File: src/rtl/datapath_param.sv
// rtl/datapath_param.sv - parametrised Simple-CPU datapath with flags register and fetch FSM
module datapath_param #(
  parameter int DATA_W  = 16,
  parameter int PC_W    = 16,
  parameter int IADDR_W = 8,
  parameter int NREGS   = 8,
  parameter int IMM_W   = 16,
  localparam int REG_AW = $clog2(NREGS)
) (
  input  logic               clk,
  input  logic               reset_n,
  input  logic               fetch_start,
  output logic               imem_req,
  output logic [IADDR_W-1:0] imem_addr,
  input  logic               imem_ack,
  input  logic [31:0]        imem_rdata,
  output logic               fetch_busy,
  output logic               ir_valid,
  input  logic               pc_write_enable,
  input  logic [1:0]         pc_source_sel,
  input  logic               rf_write_enable,
  input  logic [REG_AW-1:0]  rf_write_addr,
  input  logic [1:0]         rf_write_data_sel,
  input  logic [2:0]         alu_op_sel,
  input  logic               alu_b_src_sel,
  input  logic               imm_sext,
  input  logic               flags_write_enable,
  output logic [3:0]         opcode_out,
  output logic [REG_AW-1:0]  rd_out,
  output logic [REG_AW-1:0]  rs_out,
  output logic [3:0]         flags_out,
  input  logic [REG_AW-1:0]  dbg_sel,
  output logic [DATA_W-1:0]  dbg_data,
  output logic [31:0]        ir_debug_out
);

  localparam int MSB = DATA_W - 1;

  generate
    if ((4 + 2*REG_AW + IMM_W > 32) || (DATA_W < 8) || (IADDR_W > PC_W) ||
        (NREGS < 4) || ((NREGS & (NREGS - 1)) != 0)) begin : g_param_check
      $error("datapath_param: illegal parameter combination");
    end
  endgenerate

  typedef enum logic [0:0] {F_IDLE, F_REQ} fstate_t;

  fstate_t             state, state_nx;
  logic                ir_load;
  logic [31:0]         ir;
  logic [PC_W-1:0]     pc, pc_nx, pc_inc, imm_pc, lr_pc;
  logic [DATA_W-1:0]   rf [NREGS];
  logic [REG_AW-1:0]   port_a_idx;
  logic [DATA_W-1:0]   port_a, port_b, alu_b, alu_res, rf_wdata;
  logic [DATA_W-1:0]   imm_data, imm_data_s, imm_data_z, pc_inc_data, flags_data;
  logic [DATA_W:0]     sum;
  logic [IMM_W-1:0]    imm;
  logic                alu_c, alu_v;
  logic [3:0]          flags;

  // Fetch FSM
  always_ff @(posedge clk or negedge reset_n) begin
    if (!reset_n) state <= F_IDLE;
    else          state <= state_nx;
  end

  always_comb begin
    state_nx = state;
    case (state)
      F_IDLE:  if (fetch_start) state_nx = F_REQ;
      F_REQ:   if (imem_ack)    state_nx = F_IDLE;
      default: state_nx = F_IDLE;
    endcase
  end

  always_comb begin
    imem_req   = 1'b0;
    fetch_busy = 1'b0;
    ir_load    = 1'b0;
    if (state == F_REQ) begin
      imem_req   = 1'b1;
      fetch_busy = 1'b1;
      ir_load    = imem_ack;
    end
  end

  always_ff @(posedge clk or negedge reset_n) begin
    if (!reset_n) begin
      ir       <= '0;
      ir_valid <= 1'b0;
    end else begin
      ir_valid <= ir_load;
      if (ir_load) ir <= imem_rdata;
    end
  end

  assign opcode_out   = ir[31:28];
  assign rd_out       = ir[27 -: REG_AW];
  assign rs_out       = ir[27-REG_AW -: REG_AW];
  assign imm          = ir[IMM_W-1:0];
  assign ir_debug_out = ir;

  assign imm_data_s  = DATA_W'($signed(imm));
  assign imm_data_z  = DATA_W'(imm);
  assign imm_data    = imm_sext ? imm_data_s : imm_data_z;
  // Branch offsets are always signed, independent of imm_sext
  assign imm_pc      = PC_W'($signed(imm));

  // Program counter
  assign pc_inc      = pc + PC_W'(1);
  assign lr_pc       = PC_W'(port_a);
  assign pc_inc_data = DATA_W'(pc_inc);
  assign imem_addr   = pc[IADDR_W-1:0];

  always_comb begin
    pc_nx = pc_inc;
    case (pc_source_sel)
      2'b00: pc_nx = pc_inc;
      2'b01: pc_nx = pc + imm_pc;
      2'b10: pc_nx = lr_pc;
      2'b11: pc_nx = pc + imm_pc;
      default: pc_nx = pc_inc;
    endcase
  end

  // PC is frozen during a fetch so imem_addr stays stable while imem_req is high
  always_ff @(posedge clk or negedge reset_n) begin
    if (!reset_n)                             pc <= '0;
    else if (pc_write_enable && !fetch_busy)  pc <= pc_nx;
  end

  // Register file
  assign port_a_idx = (pc_source_sel == 2'b10) ? REG_AW'(NREGS - 1) : rd_out;
  assign port_a     = rf[port_a_idx];
  assign port_b     = rf[rs_out];
  assign dbg_data   = rf[dbg_sel];
  assign flags_data = DATA_W'(flags);

  always_comb begin
    rf_wdata = alu_res;
    case (rf_write_data_sel)
      2'b00: rf_wdata = alu_res;
      2'b01: rf_wdata = imm_data;
      2'b10: rf_wdata = pc_inc_data;
      2'b11: rf_wdata = flags_data;
      default: rf_wdata = alu_res;
    endcase
  end

  always_ff @(posedge clk or negedge reset_n) begin
    if (!reset_n) begin
      for (int i = 0; i < NREGS; i++) rf[i] <= '0;
    end else if (rf_write_enable) begin
      rf[rf_write_addr] <= rf_wdata;
    end
  end

  // ALU
  assign alu_b = alu_b_src_sel ? imm_data : port_b;

  always_comb begin
    sum     = '0;
    alu_res = '0;
    alu_c   = 1'b0;
    alu_v   = 1'b0;
    case (alu_op_sel)
      3'b000: begin
        sum     = {1'b0, port_a} + {1'b0, alu_b};
        alu_res = sum[MSB:0];
        alu_c   = sum[DATA_W];
        alu_v   = (port_a[MSB] == alu_b[MSB]) && (alu_res[MSB] != port_a[MSB]);
      end
      3'b001: begin
        sum     = {1'b0, port_a} + {1'b0, ~alu_b} + {{DATA_W{1'b0}}, 1'b1};
        alu_res = sum[MSB:0];
        alu_c   = sum[DATA_W];
        alu_v   = (port_a[MSB] != alu_b[MSB]) && (alu_res[MSB] != port_a[MSB]);
      end
      3'b010: alu_res = port_a & alu_b;
      3'b011: alu_res = port_a | alu_b;
      3'b100: alu_res = port_a ^ alu_b;
      3'b101: alu_res = alu_b;
      3'b110: begin
        alu_res = {port_a[MSB-1:0], 1'b0};
        alu_c   = port_a[MSB];
      end
      3'b111: begin
        alu_res = {1'b0, port_a[MSB:1]};
        alu_c   = port_a[0];
      end
      default: alu_res = '0;
    endcase
  end

  // Flags {V,C,N,Z}
  always_ff @(posedge clk or negedge reset_n) begin
    if (!reset_n)                flags <= '0;
    else if (flags_write_enable) flags <= {alu_v, alu_c, alu_res[MSB], (alu_res == '0)};
  end

  assign flags_out = flags;

endmodule

File: config.mk
export PLATFORM = sky130hd
export DESIGN_NAME = datapath_param
export DESIGN_NICKNAME = d
export VERILOG_FILES = /design/src/rtl/datapath_param.sv
export SDC_FILE = /design/constraint.sdc
export NUM_CORES = 1
export LEC_CHECK = 0
export ABC_AREA = 1
export CORE_MARGIN = 5
export CORE_UTILIZATION = 41
export DETAILED_ROUTE_END_ITERATION = 10
export PLACE_DENSITY = 0.57
export SLEW_MARGIN = 20
export SYNTH_ARGS = -nofsm -noshare
export SYNTH_HDL_FRONTEND = slang
export SYNTH_SLANG_ARGS = --single-unit
File: constraint.sdc
create_clock -name clk -period 3.8 [get_ports clk]
set_clock_uncertainty 0.15 [all_clocks]
set_input_delay 0.38 -clock clk [delete_from_list [all_inputs] [get_ports clk]]
set_output_delay 0.38 -clock clk [all_outputs]
set_load 0.05 [all_outputs]
==> results.txt, run 1 <==
- Run status: complete, no violations
- In this run the static leakage power is 9.79 nW.
- The wire-length estimate of the detail-placed layout is 51900 um.
- Counting every net in the synthesized netlist gives 2412.
* Setup-failing EPs final: 0
- The number of global-route vias before repair came to 17000.
* Full die area: 0.0405 mm2
- Total global-route track usage: 32.8%
* Worst path bufs/invs: 8
- The critical path in this run is classified as flop to flop.
- The number of clock buffers added by TritonCTS is 17.
* CP max stage delay: 0.45 ns
* Commonest non-fill, non-tap cell in the layout: sky130_fd_sc_hd__nand2_1
* Final core utilization: 57.5%
* Proportion of synthesized flip-flops having asynchronous set or reset: 100%
- The worst-case IR drop observed on VDD is 0.000419 V.
* Max-cap viol count: 0
- After floorplanning, the core was sized to cover 0.0363 mm2.
- Avg Cell Area, Syn: 6.54 um2
* Maximum number of buffers from clock root to sink: 2
* Number of design rule violations left after detail routing: 0
- Portion of the clock cycle consumed by the worst path in the final layout: 96.8%
- Entering global routing, the biggest net connects 106 pins.
* Min setup slack post-route: 0.121 ns
* Die height: 201 um
- Timing analysis after detailed placement gives a worst setup slack of -0.925 ns.
* Clk slew on worst S/H paths: 0.08 ns
* Slew at the pin closest to its max-slew limit: 1.13 ns
- Warnings, synthesis: 0
- The final layout contains routed wiring with a total length of 69100 um.
* Slowest stage cell on the critical path: sky130_fd_sc_hd__dfrtp_2
- Across all layers, the routed design uses 17800 vias.
* First-pass GRT wire length: 103000 um
- Summing the sequential cell areas from Yosys gives 30.4% of the chip area.
* First-iteration detailed-routing DRC count: 1837
- In this run the worst path has a maximum fanout of 15.
* Critical path data required time: 4.02 ns
* Type of element capturing the critical path: flop
* Timing-limited maximum frequency: 0.272 GHz
- Cell count after synthesis: 2293
- Detailed-router iteration count before antenna repair: 5
- The worst path in the final design needs a cycle of 3.68 ns, including I/O delays and setup.
- Largest cells by area after synthesis: sky130_fd_sc_hd__dfrtp_1 (30%), sky130_fd_sc_hd__nand2_1 (16%), sky130_fd_sc_hd__o21ai_0 (9.0%)
- Kind of cell with the highest combined delay on the critical path: simple AND/OR/NAND/NOR gates
- Headroom to the max-slew limit came out at 24.7%.
* Row count: 70
- In this run the clock root is driven by a sky130_fd_sc_hd__clkbuf_16.
- After detailed routing, the average wire length per cell comes to 22.1 um.
- Counting flops and latches in the post-synthesis netlist gives 182.
* Area overhead of the layout relative to synthesis: 39.4%
* Routability congestion estimate: 1.02
- Kind of path behind the tightest hold check: input pin to flop
- The later pin in the worst-skew pair is clocked with a latency of 0.47 ns.
* Number of nets still failing antenna checks after routing: 0
- In the synthesized netlist the dominant register cell turns out to be sky130_fd_sc_hd__dfrtp_1.
* Final hold violation count: 0
* Mapped Area: 0.0150 mm2
* Area share of the leading cell type in the synthesized netlist: 30.4%
- In this run the horizontal extent of the chip is 201 um.
* Initial antenna violation count: 0
- STA classifies the critical path startpoint as a flop.
- Net count, final: 2771
- Total count of max-transition violations in the final report: 0
* Antenna fix cells: 0
* EDFF count, synth: 0
- Of the cells placed in the final design, the portion with a size suffix greater than 1 is 24.8%.
- The synthesized netlist contains 59 unique library cells.
* CTS tree: done
- Data arrives at the worst endpoint at 3.90 ns.
* Final sum of negative setup slack: 0 ns
- Power spread over the standard cell area amounts to 727 mW/mm2.
* RSZ-0062 raised after global routing: yes
- In the layout the commonest cells are sky130_fd_sc_hd__nand2_1 (581), sky130_fd_sc_hd__buf_4 (318), sky130_fd_sc_hd__o21ai_0 (229).
- The H-tree generated during clock tree synthesis spans 4 levels.
- In this run the count of I/O pins placed on the die edge is 127.
- The cell that appears most often on the critical path is sky130_fd_sc_hd__buf_4.
* Effective utilization at floorplan: 41.2%
* Mean number of vias per cell: 5.68
- The clock net in this run drives a total of 182 sinks.
* Ordered cell list for the critical path: buf_12 -> buf_4 -> buf_4 -> nand3_1 -> nand3_2 -> nand3_2 -> nand2_1 -> inv_1 -> ha_4 -> inv_1 -> o21ai_2 -> a31oi_4 -> buf_4 -> inv_1 -> nand4_1 -> nand2_2 -> buf_4 -> nand3_2 -> a21oi_2 -> nor2_2 -> o21ai_4 -> nand3_4 -> nand2_1 -> nand2_1
* Leftover overflow at the end of global routing: 0
- Biggest area consumer among synthesized cells: sky130_fd_sc_hd__dfrtp_1
* Quantity of I/O buffers inserted on ports: 125
state kept, by name (all words and copies together), names as in the netlist:
register and flops:
flags_out 4, ir_debug_out 32, ir_valid 1, pc 16, rf 128, state 1
worst reg2reg max path, cell delays in order (launching register included):
cell	delay (ns)
sky130_fd_sc_hd__dfrtp_2	0.45
sky130_fd_sc_hd__buf_12	0.17
sky130_fd_sc_hd__buf_4	0.16
sky130_fd_sc_hd__buf_4	0.13
sky130_fd_sc_hd__nand3_1	0.10
sky130_fd_sc_hd__nand3_2	0.12
sky130_fd_sc_hd__nand3_2	0.12
sky130_fd_sc_hd__nand2_1	0.08
sky130_fd_sc_hd__inv_1	0.10
sky130_fd_sc_hd__ha_4	0.13
sky130_fd_sc_hd__inv_1	0.05
sky130_fd_sc_hd__o21ai_2	0.16
sky130_fd_sc_hd__a31oi_4	0.05
sky130_fd_sc_hd__buf_4	0.14
sky130_fd_sc_hd__inv_1	0.06
sky130_fd_sc_hd__nand4_1	0.20
sky130_fd_sc_hd__nand2_2	0.18
sky130_fd_sc_hd__buf_4	0.15
sky130_fd_sc_hd__nand3_2	0.08
sky130_fd_sc_hd__a21oi_2	0.14
sky130_fd_sc_hd__nor2_2	0.09
sky130_fd_sc_hd__o21ai_4	0.18
sky130_fd_sc_hd__nand3_4	0.20
sky130_fd_sc_hd__nand2_1	0.13
sky130_fd_sc_hd__nand2_1	0.05
per-layer routing:
| metal | routed length, um | up-vias | GRT usage (%) |
|---|---|---|---|
| li1 | - | 8320 | - |
| met1 | 29600 | 8444 | 45.5 |
| met2 | 30400 | 867 | 50.6 |
| met3 | 5790 | 170 | 5.77 |
| met4 | 3350 | 0 | 14.0 |
| met5 | 0 | - | 0 |
logic make-up after synthesis:
logic type | count (synthesis) | share of synthesized area [%]
simple gates | 1012 | 28.3
xor+xnor | 16 | 0.935
fa+ha+maj | 65 | 5.58
buf+inv | 386 | 10.9
flops | 182 | 30.4
compound gates | 632 | 23.9
cell usage after synthesis, types with 19 or more instances:
cell type / number
sky130_fd_sc_hd__dfrtp_1: 182
sky130_fd_sc_hd__o211ai_1: 20
sky130_fd_sc_hd__a31oi_1: 20
sky130_fd_sc_hd__o21ai_1: 48
sky130_fd_sc_hd__a21oi_1: 176
sky130_fd_sc_hd__ha_1: 62
sky130_fd_sc_hd__o22ai_1: 19
sky130_fd_sc_hd__nor2_1: 149
sky130_fd_sc_hd__clkbuf_1: 70
sky130_fd_sc_hd__o21ai_0: 270
sky130_fd_sc_hd__nand2_1: 621
sky130_fd_sc_hd__buf_4: 22
sky130_fd_sc_hd__nand3_1: 187
sky130_fd_sc_hd__inv_1: 230
sky130_fd_sc_hd__buf_2: 21
stage by stage:
stage	hold slack, ns	area [um2]	power, mW	cells
after detailed placement	0.315	19000	12.0	3081
final	0.300	20900	15.2	3133
after floorplan	-0.0656	15000	7.78	2293
after CTS	0.289	19900	14.1	3121
after global routing	0.307	20900	16.1	3133
after global placement	0.316	19000	12.0	3081
final timing paths:
kind	start	to	slack [ns]	cells past startpoint
min in group asynchronous	reset_n	rf[99]	0.44	2
max reg2reg	ir_debug_out[23]	rf[125]	0.12	24
max in group asynchronous	reset_n	rf[6]	2.24	3
min	imem_rdata[30]	ir_debug_out[30]	0.30	3
min reg2reg	ir_debug_out[17]	ir_debug_out[17]	0.34	2
max	ir_debug_out[23]	rf[125]	0.12	24
report_power, final:
group          leakage (nW)  total, mW  internal, mW  switching [mW]
combinational          7.18       10.2          4.16            6.00
clock                 0.307       1.97          1.01           0.956
sequential             2.30       3.07          2.49           0.578
total                  9.79       15.2          7.66            7.53
layout make-up:
| class | instances | area [um2] |
|---|---|---|
| timing repair buffer | 480 | 4460 |
| tap | 468 | 586 |
| multi-input combinational | 1725 | 9720 |
| fill | 3511 | 15400 |
| sequential | 182 | 4560 |
| inverter | 246 | 938 |
| clock inverter | 15 | 206 |
| clock buffer | 17 | 425 |
what timing repair did:
| action | 4_1_cts | 5_1_grt |
|---|---|---|
| pin swaps | 11 | 75 |
| gates cloned | 1 | 4 |
| endpoints found under the setup margin | 92 | 107 |
| endpoints found under the hold margin | 102 | 0 |
| resized for setup | 45 | 246 |
| hold buffers | 1 | 0 |
| setup buffers | 6 | 11 |
Power figures use the tool's default switching activity.
==> inputs of run 2 (changes only) <==
CTS_CLUSTER_DIAMETER = 50   (was unset)
==> results of run 2 <==
No change in the layout: final DEF, timing and power equal those of run 1.
==> inputs of run 3 (changes only) <==
GPL_TIMING_DRIVEN = 1   (was unset)
clock period = 3.65 ns   (was 3.8 ns; I/O delays follow)
==> run 3 against run 2 <==
  * Non-clock buffer count grew 32
  * Register-to-register slack lost 0.09 ns
  * Design area grew 3.2%
  * Power grew 7.0%
  * Sequential share of layout area shrank 0.68 points
  * Critical endpoint is now rf[29]
==> results.txt, run 3 (synthesized netlist as in run 1, its figures left out) <==
- The flow ran to the end, and the final reports show no timing, DRC or antenna violations.
- The iteration-0 DRC count of the detailed router is 1763 (-4.0%).
- Final Routed Wirelength: 70100 um (+1.3%)
* Ordered cell list for the critical path: clkinv_4 -> buf_6 -> buf_6 -> buf_4 -> a21oi_1 -> o21ai_0 -> nand3_1 -> nand3_1 -> o21ai_2 -> inv_2 -> ha_4 -> nand2_1 -> buf_4 -> o21ai_1 -> nor2_2 -> a21oi_2 -> nor2_4 -> o21ai_2 -> nand3_4 -> nand2_1 -> nand2_1
- Final instance area: 0.0216 mm2 (+3.2%)
* Type of element capturing the critical path: flop
- The pre-CTS worst setup slack came to -0.808 ns (+0.117 ns).
- The number of global-route vias before repair came to 17000 (+0.18%).
* Initial antenna violation count: 0 (unchanged)
* Number of nets still failing antenna checks after routing: 0 (unchanged)
- The ratio of final minimum period to clock period was 99.2% (+2.4 points).
* First-pass GRT wire length: 105000 um (+1.2%)
- Setup repair after global routing could not meet its margin everywhere.
* Maximum VDD drop: 0.000430 V (+2.8%)
- Largest register FFs: 128 (unchanged)
* Cell area power density: 754 mW/mm2 (+3.6%)
- Slowest stage cell on the critical path: sky130_fd_sc_hd__dfrtp_2
- Slew at the pin closest to its max-slew limit: 1.07 ns (-0.0590 ns)
* Layout cells sized above 1: 27.9% (+3.1 points)
- Max-cap viol count: 0 (unchanged)
* Min setup slack post-route: 0.0298 ns (-0.0913 ns)
- The final antenna diode count came to 0 (unchanged).
- The static leakage power came to 10.1 nW (+2.9%).
- The minimum clock period after layout is 3.62 ns (-0.0587 ns).
* Total count of max-transition violations in the final report: 0 (unchanged)
- Clk slew on worst S/H paths: 0.08 ns (about the same)
- The register with the most flip-flops in the final layout is rf.
- The count of final setup violators came to 0 (unchanged).
- From synthesis to final layout, the design area changed by 43.9%.
- Die height: 201 um (unchanged)
* Quantity of I/O buffers inserted on ports: 125 (unchanged)
* CORE AREA: 0.0363 mm2 (unchanged)
- Critical setup path kind: flop to flop
- Detailed-router iteration count before antenna repair: 8 (+3)
* Number of design rule violations left after detail routing: 0 (unchanged)
- Mean number of vias per cell: 5.70 (+0.29%)
- Timing-limited maximum frequency: 0.276 GHz (+1.6%)
- Reg2Reg Setup Slack: 0.03 ns (-0.09 ns)
- The arrival time at the worst endpoint is 3.84 ns (-0.06 ns).
* X dimension of the die: 201 um (unchanged)
- The overall global routing resource usage is 33.4% (+0.60 points).
* CTS tree: done
- The relative max-transition margin was 28.7% (+3.9 points).
- Fill cell count: 3415 (-2.7%)
- Row count: 70 (unchanged)
- Drt wl/cell: 22.1 um (+0.32%)
- The count of clock tree sinks came to 182 (unchanged).
- Total via count after detailed routing: 18000 (+1.3%)
- The data required time at the worst endpoint came to 3.87 ns (-0.15 ns).
- Net count, final: 2803 (+1.2%)
* Root buffer cell: sky130_fd_sc_hd__clkbuf_16
- HPWL reported at the end of detailed placement: 51900 um (about the same)
- Kind of path behind the tightest hold check: input pin to flop
- Cell mode on critical path: sky130_fd_sc_hd__nand2_1
- Commonest non-fill, non-tap cell in the layout: sky130_fd_sc_hd__nand2_1
* Clock latency on the worst-skew pair: 0.48 ns (about the same)
* Pin count of the biggest net entering global routing: 90 (-15%)
- The final cell count without fillers was 3165 (+1.0%).
- The maximum root-to-sink buffer count came to 2 (unchanged).
- The last weighted congestion value of the routability-driven placer was 1.07 (+5.2%).
* Final hold violation count: 0 (unchanged)
- Placed inst area: 0.0191 mm2 (+0.46%)
- Startpoint types: flop
- CTS Buf Count: 17 (unchanged)
- Effective utilization at floorplan: 41.2% (unchanged)
* Cell count after placement: 3091 (+0.32%)
* Full die area: 0.0405 mm2 (unchanged)
- Critical path fanouts, max: 8 (-7)
* Total I/O pin count: 127 (unchanged)
- Leftover overflow at the end of global routing: 0 (unchanged)
- CP max stage delay: 0.46 ns (about the same)
- The number of levels the H-tree was split into is 4 (unchanged).
- Most used cells in the layout excluding fill and tap cells: sky130_fd_sc_hd__nand2_1 (574), sky130_fd_sc_hd__buf_4 (323), sky130_fd_sc_hd__o21ai_0 (203)
run 3: worst paths after layout:
path,start,cells after the start,to
min in group asynchronous,reset_n,2,rf[83]
worst max register to register,ir_debug_out[22],21,rf[29]
worst min-delay path,imem_rdata[18],3,ir_debug_out[18]
worst max-delay path,ir_debug_out[22],21,rf[29]
worst min register to register,rf[109],2,rf[109]
max in group asynchronous,reset_n,3,rf[28]
run 3: area by class of cell:
class	count	area [um2]	share of cell area [%]
sequential	182	4560	21.1
timing repair buffer	512	4820	22.4
tap	468	586	2.72
multi-input combinational	1725	10100	46.7
clock inverter	14	158	0.731
inverter	246	940	4.36
clock buffer	18	429	1.99
run 3: through the flow:
stage | setup TNS [ns] | hold WS [ns] | total power, mW | util, %
detailed placement | -79.84 | 0.316 | 12.4 | 52.6
floorplan | 0 | -0.0806 | 8.11 | -
global route | -3.50 | 0.279 | 17.2 | 59.3
global placement | -80.39 | 0.313 | 12.3 | 52.6
CTS | 0 | 0.263 | 15.0 | 56.6
finish | 0 | 0.276 | 16.3 | 59.3
run 3: per-layer routing:
| metal | vias to the layer above | part of all wire [%] | track usage (%) |
|---|---|---|---|
| met5 | - | 0 | 0 |
| met4 | 0 | 4.8 | 14.6 |
| met3 | 194 | 8.9 | 6.19 |
| met2 | 966 | 44 | 50.4 |
| met1 | 8466 | 43 | 47.0 |
| li1 | 8409 | - | - |
run 3: power by group:
part           total [mW]  internal, mW  switching (mW)  leakage (nW)
sequential           3.18          2.59           0.586          2.30
combinational        11.1          4.66            6.46          7.48
clock                1.95         0.977           0.977         0.291
run 3: critical path, delay by kind of cell, from the launching register on:
kind / cells / cell delay, ns
AOI/OAI and AO/OA: 6 / 1.01
buffers and inverters: 6 / 0.83
and+or+nand+nor: 8 / 0.77
DFF: 1 / 0.46
adders and majority gates: 1 / 0.30
run 3: what timing repair did:
item / 4_1_cts / 5_1_grt
cloned: 3 / 1
buffers inserted: 24 / 17
gates resized for setup: 138 / 294
pin swaps: 52 / 86
endpoints found under the setup margin: 114 / 124
endpoints found under the hold margin: 87 / 0
hold buffers: 1 / 0
